[src/rtl/mul_div_unit_if.sv]
// mul_div_unit_if: request/result bundle between the EX stage and the multiply/divide unit
interface mul_div_unit_if #(parameter int XLEN = 32);
  logic            START;
  logic [4:0]      ALUOP;
  logic [XLEN-1:0] OPERAND1;
  logic [XLEN-1:0] OPERAND2;
  logic            FLUSH;
  logic            BUSY;
  logic            DONE;
  logic [XLEN-1:0] RESULT;
  modport master (output START, ALUOP, OPERAND1, OPERAND2, FLUSH, input BUSY, DONE, RESULT);
  modport slave  (input START, ALUOP, OPERAND1, OPERAND2, FLUSH, output BUSY, DONE, RESULT);
endinterface

[src/rtl/mul_div_unit.sv]
// mul_div_unit: multi-cycle RV32M multiply/divide unit; define FAST_MUL_EN for a single registered multiply
module mul_div_unit #(parameter int XLEN = 32) (
  input logic CLK,
  input logic RESET,
  mul_div_unit_if.slave bus
);
  typedef enum logic [2:0] {IDLE, ITER, FIX, DONE, MULP} state_t;
  state_t            state_q, state_d;
  logic [4:0]        cnt_q, cnt_d;
  logic [2*XLEN-1:0] acc_q, acc_d;
  logic [XLEN-1:0]   b_q, b_d, res_q, res_d;
  logic [2:0]        op_q, op_d;
  logic              sa_q, sa_d, sb_q, sb_d;
  logic [2:0]        idx;
  logic              m_op, sa, sb, div_zero, ovf;
  logic [XLEN-1:0]   mag_a, mag_b, spec_res, hi, lo, r;
  logic [XLEN:0]     sum, t;
  logic              ge;
  logic [2*XLEN-1:0] mul_nxt, div_nxt, fixed;
`ifdef FAST_MUL_EN
  logic [2*XLEN+1:0] fp;
`endif
  // op index 0..7 = MUL, MULH, MULHSU, MULHU, DIV, DIVU, REM, REMU; DIV/DIVU read the low half (quotient)
  function automatic logic [XLEN-1:0] sel(input logic [2:0] op, input logic [2*XLEN-1:0] f);
    return (op[2] ? op[1] : op[1:0] != 2'd0) ? f[2*XLEN-1:XLEN] : f[XLEN-1:0];
  endfunction
  // request decode, sign capture and the iterative datapath step for each state
  always_comb begin
    idx      = bus.ALUOP[2:0] - 3'd3;
    m_op     = bus.ALUOP >= 5'd11 && bus.ALUOP <= 5'd18;
    sa       = (idx inside {3'd0, 3'd1, 3'd2, 3'd4, 3'd6}) & bus.OPERAND1[XLEN-1];
    sb       = (idx inside {3'd0, 3'd1, 3'd4, 3'd6}) & bus.OPERAND2[XLEN-1];
    mag_a    = sa ? -bus.OPERAND1 : bus.OPERAND1;
    mag_b    = sb ? -bus.OPERAND2 : bus.OPERAND2;
    div_zero = idx[2] && bus.OPERAND2 == '0;
    ovf      = (idx inside {3'd4, 3'd6}) && bus.OPERAND1 == {1'b1, {(XLEN-1){1'b0}}} && &bus.OPERAND2;
    spec_res = div_zero ? (idx[1] ? bus.OPERAND1 : '1) : (idx[1] ? '0 : {1'b1, {(XLEN-1){1'b0}}});
    hi       = acc_q[2*XLEN-1:XLEN];
    lo       = acc_q[XLEN-1:0];
    sum      = {1'b0, hi} + (acc_q[0] ? {1'b0, b_q} : '0);
    mul_nxt  = {sum, lo[XLEN-1:1]};
    t        = {hi, lo[XLEN-1]};
    ge       = t >= {1'b0, b_q};
    r        = ge ? t[XLEN-1:0] - b_q : t[XLEN-1:0];
    div_nxt  = {r, lo[XLEN-2:0], ge};
    fixed    = op_q[2] ? {sa_q ? -hi : hi, (sa_q ^ sb_q) ? -lo : lo} : ((sa_q ^ sb_q) ? -acc_q : acc_q);
`ifdef FAST_MUL_EN
    fp       = $signed({sa_q, hi}) * $signed({sb_q, lo});
`endif
  end
  // next-state and register loads; FLUSH wins over everything, including a START in IDLE
  always_comb begin
    state_d = state_q;
    cnt_d   = cnt_q;
    acc_d   = acc_q;
    b_d     = b_q;
    op_d    = op_q;
    sa_d    = sa_q;
    sb_d    = sb_q;
    res_d   = res_q;
    if (bus.FLUSH) state_d = IDLE;
    else case (state_q)
      IDLE: if (bus.START && m_op) begin
        op_d  = idx;
        sa_d  = sa;
        sb_d  = sb;
        b_d   = mag_b;
        acc_d = {{XLEN{1'b0}}, mag_a};
        cnt_d = '0;
        if (div_zero || ovf) begin
          state_d = DONE;
          res_d   = spec_res;
        end
`ifdef FAST_MUL_EN
        else if (!idx[2]) begin
          state_d = MULP;
          acc_d   = {bus.OPERAND1, bus.OPERAND2};
        end
`endif
        else state_d = ITER;
      end
      ITER: begin
        acc_d   = op_q[2] ? div_nxt : mul_nxt;
        cnt_d   = cnt_q + 5'd1;
        state_d = cnt_q == 5'd31 ? FIX : ITER;
      end
      FIX: begin
        state_d = DONE;
        res_d   = sel(op_q, fixed);
      end
`ifdef FAST_MUL_EN
      MULP: begin
        state_d = DONE;
        res_d   = sel(op_q, fp[2*XLEN-1:0]);
      end
`endif
      default: state_d = IDLE;
    endcase
  end
  // state and datapath registers, cleared asynchronously so an in-flight op is simply dropped
  always_ff @(posedge CLK or posedge RESET) begin
    if (RESET) begin
      state_q <= IDLE;
      cnt_q   <= '0;
      acc_q   <= '0;
      b_q     <= '0;
      res_q   <= '0;
      op_q    <= '0;
      sa_q    <= 1'b0;
      sb_q    <= 1'b0;
    end else begin
      state_q <= state_d;
      cnt_q   <= cnt_d;
      acc_q   <= acc_d;
      b_q     <= b_d;
      res_q   <= res_d;
      op_q    <= op_d;
      sa_q    <= sa_d;
      sb_q    <= sb_d;
    end
  end
  assign bus.BUSY   = state_q inside {ITER, FIX, MULP};
  assign bus.DONE   = state_q == DONE;
  assign bus.RESULT = res_q;
endmodule

[src/flat_wrapper.sv]
// flat-port wrapper written by rule: the top's interface ports become plain ports
module mul_div_unit_flat 
#(parameter int XLEN = 32)
  (CLK, RESET, bus_START, bus_ALUOP, bus_OPERAND1, bus_OPERAND2, bus_FLUSH, bus_BUSY, bus_DONE, bus_RESULT);
  mul_div_unit_if #(.XLEN(XLEN)) bus_i ();
  input logic CLK;
  input logic RESET;
  input wire logic [$bits(bus_i.START)-1:0] bus_START;
  input wire logic [$bits(bus_i.ALUOP)-1:0] bus_ALUOP;
  input wire logic [$bits(bus_i.OPERAND1)-1:0] bus_OPERAND1;
  input wire logic [$bits(bus_i.OPERAND2)-1:0] bus_OPERAND2;
  input wire logic [$bits(bus_i.FLUSH)-1:0] bus_FLUSH;
  output wire logic [$bits(bus_i.BUSY)-1:0] bus_BUSY;
  output wire logic [$bits(bus_i.DONE)-1:0] bus_DONE;
  output wire logic [$bits(bus_i.RESULT)-1:0] bus_RESULT;
  assign bus_i.START = bus_START;
  assign bus_i.ALUOP = bus_ALUOP;
  assign bus_i.OPERAND1 = bus_OPERAND1;
  assign bus_i.OPERAND2 = bus_OPERAND2;
  assign bus_i.FLUSH = bus_FLUSH;
  assign bus_BUSY = bus_i.BUSY;
  assign bus_DONE = bus_i.DONE;
  assign bus_RESULT = bus_i.RESULT;
  mul_div_unit #(.XLEN(XLEN)) u_core (.CLK(CLK), .RESET(RESET), .bus(bus_i));
endmodule
[config.mk]
export PLATFORM = sky130hd
export DESIGN_NAME = mul_div_unit_flat
export DESIGN_NICKNAME = d
export VERILOG_FILES = /design/src/rtl/mul_div_unit_if.sv /design/src/rtl/mul_div_unit.sv /design/src/flat_wrapper.sv
export SDC_FILE = /design/constraint.sdc
export NUM_CORES = 1
export LEC_CHECK = 0
export ABC_AREA = 0
export CORE_MARGIN = 4
export CORE_UTILIZATION = 35
export CTS_CLUSTER_DIAMETER = 200
export DETAILED_ROUTE_END_ITERATION = 16
export PLACE_DENSITY_LB_ADDON = 0.1
export SLEW_MARGIN = 10
export SYNTH_ARGS = -nofsm -noshare
export SYNTH_HDL_FRONTEND = slang
export SYNTH_SLANG_ARGS = --single-unit
[constraint.sdc]
create_clock -name CLK -period 5.85 [get_ports CLK]
set_clock_uncertainty 0.1 [all_clocks]
set_input_delay 1.4625 -clock CLK [delete_from_list [all_inputs] [get_ports CLK]]
set_output_delay 1.4625 -clock CLK [all_outputs]
set_load 0.03 [all_outputs]
==> results of run 1 <==
[per-stage QoR]
stage	hold slack, ps	cells	setup WS [ps]	cell area, µm²
global placement	363	2368	252	15200
detailed placement	370	2368	278	15200
global route	398	2399	536	15800
finish	377	2399	671	15800
floorplan	350	1817	535	13600
CTS	384	2399	733	15800
[cell usage in the layout, fill, tap and decap left out, types with 11 or more instances in the layout]
cell and n:
o22ai_1 11, nor3_1 38, mux2i_1 47, dfrtp_1 139, a21oi_1 146, nor2b_1 11, a21o_1 21, a22oi_1 13
nor2_1 140, a211oi_1 17, ha_1 78, clkdlybuf4s50_1 106, or4_1 11, o41ai_1 13, o21a_1 13, xor2_1 96
nor4_1 15, o21ai_0 229, nand2_1 250, inv_1 72, and2_1 16, buf_4 33, or3_1 14, o31ai_1 29
xnor2_1 72, a31oi_1 19, clkbuf_16 17, nand3_1 24, nand4_1 20, o211ai_1 22
[state kept, by name (all words and copies together), names as in the netlist]
register           flops
u_core.op_q            3
u_core.cnt_q           5
u_core.sa_q            1
u_core.bus.RESULT     32
u_core.sb_q            1
u_core.b_q            32
u_core.state_q         2
u_core.acc_q          64
[kinds of logic after synthesis]
family / Yosys count / synth area share (%)
adder cells (fa/ha/maj): 81 / 7.54
multiplexers: 54 / 4.02
XOR/XNOR: 168 / 10.8
flip-flops: 140 / 25.7
AO/OA/AOI/OAI: 610 / 27.1
AND/OR/NAND/NOR: 585 / 19.7
buffers and inverters: 179 / 5.13
[worst min-delay path, stage by stage, from the launching register on]
cell	delay, ps
dfrtp_1	340
nand2_1	50
o21ai_0	60
[cell usage after synthesis, types with 13 or more instances]
library cell	number	area (µm²)
a21oi_1	146	731
xnor2_1	72	631
and2_1	17	106
o21ai_0	229	1150
nand3_1	24	120
nor3_1	38	190
nor4_1	15	93.8
clkbuf_1	90	338
a211oi_1	17	128
o31ai_1	29	218
o21a_1	13	97.6
o41ai_1	13	114
a31oi_1	19	119
a21o_1	21	158
dfrtp_1	140	3500
mux2i_1	47	470
nand4_1	20	125
or3_1	14	87.6
ha_1	79	988
nand2_1	250	938
o211ai_1	22	165
a22oi_1	13	97.6
inv_1	73	274
xor2_1	96	841
nor2_1	140	526
[layer usage]
layer  part of all wire [%]  GRT usage (%)  up-vias
met1                     47           34.0     6486
met3                    5.6           3.15       67
met5                  0.038              0        -
li1                       -              -     6647
met4                    2.8           8.01        2
met2                     44           37.1      447
[layout make-up]
type	count	share of cell area [%]
Multi-Input combinational cell	1498	59.8
Inverter	73	1.76
Sequential cell	140	22.2
Clock buffer	19	2.80
Timing Repair Buffer	139	8.28
Tap cell	518	4.10
Clock inverter	12	1.08
[worst max-delay path by stage]
stage	from	endpoint
2_1_floorplan	RESET	u_core.acc_q[0]
3_3_place_gp	bus_OPERAND1[18]	u_core.bus.RESULT[29]
3_5_place_dp	bus_OPERAND1[19]	u_core.bus.RESULT[30]
4_1_cts	bus_OPERAND1[19]	u_core.bus.RESULT[30]
5_1_grt	bus_OPERAND1[19]	u_core.bus.RESULT[30]
6_report	bus_OPERAND1[19]	u_core.bus.RESULT[30]
[power groups by stage]
| stage | sequential, mW | combinational [mW] | clock (mW) |
|---|---|---|---|
| 2_1_floorplan | 1.57 | 3.73 | 0 |
| 3_3_place_gp | 1.85 | 4.95 | 0 |
| 3_5_place_dp | 1.85 | 4.93 | 0 |
| 4_1_cts | 1.83 | 4.96 | 1.21 |
| 5_1_grt | 1.90 | 5.55 | 1.25 |
| 6_report | 1.85 | 5.01 | 1.19 |
==> results.py, run 1 <==
metrics = {
    "routing": {
        "wl_per_cell_um": 21.1,
        "wirelength_um": 50600,
        "drtIter0Drc": 1167,
        "drt_pass1_iterations": 5,
        "detail-route-antenna-nets": 0,
        "vias": 13600,
        "drc_errors": 0,
        "viasPerCell": 5.69,
    },
    "clocking": {
        "numCtsBuffers": 17,
        "tritoncts": "done",
        "post_cts_buffers": 0,
        "h-tree-depth": 4,
        "ctsHoldBuffers": 0,
        "clk_pin_slew_worst_paths_ps": 60,
        "post_cts_resize_count": 0,
        "cts_root_buffer": "clkbuf_16",
        "cts.sinks": 140,
        "clockBufferDepth": 2,
        "worst_skew_pair.late_latency_ps": 450,
    },
    "timing": {
        "tightestPinTransition_ps": 1140,
        "max_freq_mhz": 193,
        "relSlewSlack_pct": 23.1,
        "final_hold_viol_count": 0,
        "slew_viol_final": 0,
        "rsz0062_at_grt": "false",
        "post-route-min-period_ps": 5180,
        "period_share_pct": 88.5,
        "finalSetupViolations": 0,
        "setup_tns_ps": 0,
    },
    "setup_path": {
        "critPathMaxFanout": 49,
        "worstSetupEndpointType": "flop",
        "worstReg2RegStart": "u_core.acc_q[0]",
        "critPathArrivalTime_ps": 5460,
        "r2r_setup_slack_ps": 1180,
        "worst-setup-path-type": "input port to flop",
        "cp_slowest_stage_delay_ps": 670,
        "path_buf_inv": 2,
        "crit_slowest_cell": "or4_1",
        "r2r-end": "u_core.acc_q[59]",
        "cp-start-kind": "input port",
        "worst_ep_required_time_ps": 6130,
        "critical_path.cell_chain": "clkdlybuf4s50_1 -> or4_1 -> or4_1 -> nor2_1 -> nand3b_1 -> nor3_1 -> a31oi_1 -> a211o_2 -> buf_4 -> a211oi_1 -> a21o_1",
        "cp_num_cells": 11,
        "r2r_cells": 13,
        "crit_top_cell": "or4_1",
        "path_delay_family": "simple AND/OR/NAND/NOR gates",
    },
    "finish": {
        "multi_input_area_um2": 9450,
        "final-seq-area_um2": 3500,
        "n_antenna_cell": 0,
        "drive_gt1_share_pct": 4.84,
        "fin_nets": 2023,
        "nFillCells": 4025,
        "area_growth_pct": 15.8,
        "final_util_pct": 40.9,
    },
    "min_path": {
        "hold_end": "u_core.b_q[3]",
        "hold_path.startpoint": "u_core.b_q[3]",
        "holdPathStages": 2,
        "hp-class": "flop to flop",
    },
    "power_and_ir_drop": {
        "p_int_mw": 3.92,
        "switching_share_pct": 51.3,
        "p_seq_share_pct": 23.0,
        "leakage_nw": 6.62,
        "p_switching_mw": 4.12,
        "peakVddDrop_mv": 0.176,
        "combPwrFrac_pct": 62.2,
        "power_density_nw_per_um2": 509,
        "clockPowerShare_pct": 14.8,
        "finalPower_mw": 8.04,
    },
    "global_route": {
        "grt_pass1_wl_um": 78500,
        "grt_pass1_vias": 12900,
        "grt_max_degree": 90,
        "gr-total-overflow": 0,
        "antenna_found_initial": 1,
        "grt_util_all_layers_pct": 23.8,
    },
    "synthesis": {
        "syn_area_um2": 13600,
        "async_flop_share_pct": 100,
        "synth_edf_count": 0,
        "synth.distinct_cells": 79,
        "synth.net_count": 1971,
        "ys_seq_elements": 140,
        "synth_warnings": 0,
        "synth_ff_type": "dfrtp_1",
        "syn_inst": 1817,
        "yosysSeqAreaShare_pct": 25.7,
        "syn_avg_cell_area_um2": 7.51,
    },
    "floorplanning": {
        "coreArea_um2": 38600,
        "die_height_um": 205,
        "fp-row-count": 72,
        "initial_core_util_pct": 35.3,
        "die_w_um": 205,
        "die-area_um2": 42200,
        "num_io_pins": 107,
    },
    "placement": {
        "gp_congestion": 0.926,
        "place_hpwl_um": 39400,
        "io_buffers": 106,
    },
    "run": {
        "drv_cap": 0,
    },
    "outcome": {
        "outcome": "finished, final reports clean",
    },
}
Power figures use the tool's default switching activity.
==> run 2: changes to the inputs <==
Settings changed: CORE_MARGIN 4 to 2.
==> run 2 against run 1 <==
  * Maximum frequency rose by 1.7%
  * Worst setup slack improved by 89 ps
  * First-iteration DRC count fell by 2.7%
  * Core utilization rose by 0.16 points
  * Clock-buffer cell count rose by 1
  * Cell area rose by 0.17%
  * Wire length rose by 2.3%
  * Final cell count fell by 0.21%
  * Sequential cell count did not move
  * Die area fell by 3.9%
  * Largest cell class unchanged
  * Highest routed layer is now met4
==> results.py, run 2 (synthesis results as in run 1) <==
metrics = {
    "outcome": {
        "outcome": "finished, final reports clean",
    },
    "power_and_ir_drop": {
        "combPwrFrac_pct": 61.7,
        "finalPower_mw": 8.19,
        "p_seq_share_pct": 22.7,
        "clockPowerShare_pct": 15.6,
        "p_int_mw": 4.02,
        "switching_share_pct": 51.0,
        "leakage_nw": 6.63,
        "peakVddDrop_mv": 0.269,
        "p_switching_mw": 4.17,
        "power_density_nw_per_um2": 517,
    },
    "floorplanning": {
        "die_height_um": 201,
        "die-area_um2": 40600,
        "num_io_pins": 107,
        "die_w_um": 201,
        "fp-row-count": 72,
        "initial_core_util_pct": 35.4,
        "coreArea_um2": 38600,
    },
    "global_route": {
        "grt_max_degree": 90,
        "grt_pass1_vias": 13100,
        "gr-total-overflow": 0,
        "grt_util_all_layers_pct": 25.3,
        "antenna_found_initial": 0,
        "grt_pass1_wl_um": 79500,
    },
    "min_path": {
        "hp-class": "flop to flop",
        "holdPathStages": 2,
    },
    "setup_path": {
        "r2r_cells": 12,
        "worst_ep_required_time_ps": 6070,
        "worst-setup-path-type": "flop to flop",
        "cp-start-kind": "flop",
        "critPathMaxFanout": 16,
        "crit_slowest_cell": "o41ai_1",
        "cp_slowest_stage_delay_ps": 830,
        "worstSetupEndpointType": "flop",
        "critPathArrivalTime_ps": 5310,
        "critical_path.cell_chain": "inv_1 -> nor2_1 -> ha_1 -> nor2b_1 -> o31ai_1 -> a31oi_1 -> o41ai_1 -> o31ai_1 -> a211oi_1 -> o21ai_0 -> xnor2_1 -> a211oi_1",
    },
    "routing": {
        "detail-route-antenna-nets": 0,
        "drc_errors": 0,
        "viasPerCell": 5.75,
        "wl_per_cell_um": 21.6,
        "wirelength_um": 51700,
        "drtIter0Drc": 1136,
        "vias": 13800,
        "drt_pass1_iterations": 5,
    },
    "timing": {
        "finalSetupViolations": 0,
        "final_hold_viol_count": 0,
        "post-route-min-period_ps": 5090,
        "slew_viol_final": 0,
        "period_share_pct": 87.0,
        "max_freq_mhz": 196,
        "relSlewSlack_pct": 25.1,
        "tightestPinTransition_ps": 1110,
        "setup_slack_ps": 760,
        "whs_ps": 376,
        "setup_tns_ps": 0,
        "rsz0062_at_grt": "false",
    },
    "placement": {
        "pre_cts_ws_ps": 487,
        "io_buffers": 106,
        "gp_congestion": 0.939,
        "place_hpwl_um": 39800,
        "dpl_cell_area_um2": 15200,
        "dp.cells": 2362,
    },
    "finish": {
        "regMostFlops": "u_core.acc_q",
        "area_growth_pct": 16.0,
        "n_antenna_cell": 0,
        "drive_gt1_share_pct": 4.58,
        "fin_nets": 2017,
        "final_util_pct": 41.1,
        "final_common_cell": "nand2_1",
        "finalNonFillerCells": 2394,
        "largest_reg_flops": 64,
        "stdcell_area_um2": 15800,
        "final_cell_mix": "nand2_1, o21ai_0, a21oi_1",
    },
    "clocking": {
        "tritoncts": "done",
        "worst_skew_pair.late_latency_ps": 450,
        "post_cts_buffers": 0,
        "post_cts_resize_count": 0,
        "ctsHoldBuffers": 0,
        "numCtsBuffers": 17,
        "cts_root_buffer": "clkbuf_16",
        "cts.sinks": 140,
        "clockBufferDepth": 2,
        "clk_pin_slew_worst_paths_ps": 60,
        "h-tree-depth": 4,
    },
    "run": {
        "drv_cap": 0,
    },
}
## run 2: area by class of cell
| class | count | area, µm² |
|---|---|---|
| timing repair buffer | 133 | 1280 |
| clock inverter | 12 | 216 |
| multi-input combinational | 1498 | 9450 |
| clock buffer | 20 | 457 |
| fill | 4083 | 22700 |
| inverter | 73 | 279 |
| sequential | 140 | 3500 |
| tap | 518 | 648 |
## run 2: worst paths after layout
kind,startpoint,to,slack [ps]
max,u_core.acc_q[0],u_core.acc_q[59],760
min,u_core.b_q[11],u_core.b_q[11],380
max reg2reg,u_core.acc_q[0],u_core.acc_q[59],760
min reg2reg,u_core.b_q[11],u_core.b_q[11],380
max in group asynchronous,RESET,u_core.acc_q[0],3220
min in group asynchronous,RESET,u_core.op_q[2],1420
## run 2: power by group through the flow
stage               logic, mW  clock network (mW)  registers [mW]
global placement         4.97                   0            1.85
floorplan                3.73                   0            1.57
global route             5.55                1.34            1.91
finish                   5.06                1.28            1.86
detailed placement       4.96                   0            1.86
CTS                      4.99                1.31            1.84
## run 2: routing by layer
layer | share of wire (%) | global-route usage (%) | vias up | wire, µm
met5 | 0 | 0 | - | 0
met2 | 42 | 37.8 | 490 | 21900
met3 | 5.9 | 3.40 | 87 | 3060
met4 | 4.2 | 11.6 | 0 | 2190
li1 | - | - | 6653 | -
met1 | 47 | 36.2 | 6528 | 24600
## run 2: critical path: cells and delay by family (launching register included)
family                     cells  cell delay (ps)
DFF                            1              450
AOI/OAI and AO/OA              7             2800
adders and majority gates      1              360
buffers and inverters          1              570
xor gates and xnor gates       1              380
and+or+nand+nor                2              290
==> run 3: changes to the inputs <==
Settings changed: SKIP_CTS_REPAIR_TIMING set to 1.
==> results of run 3 <==
No change in the layout: final DEF, timing and power equal those of run 2.
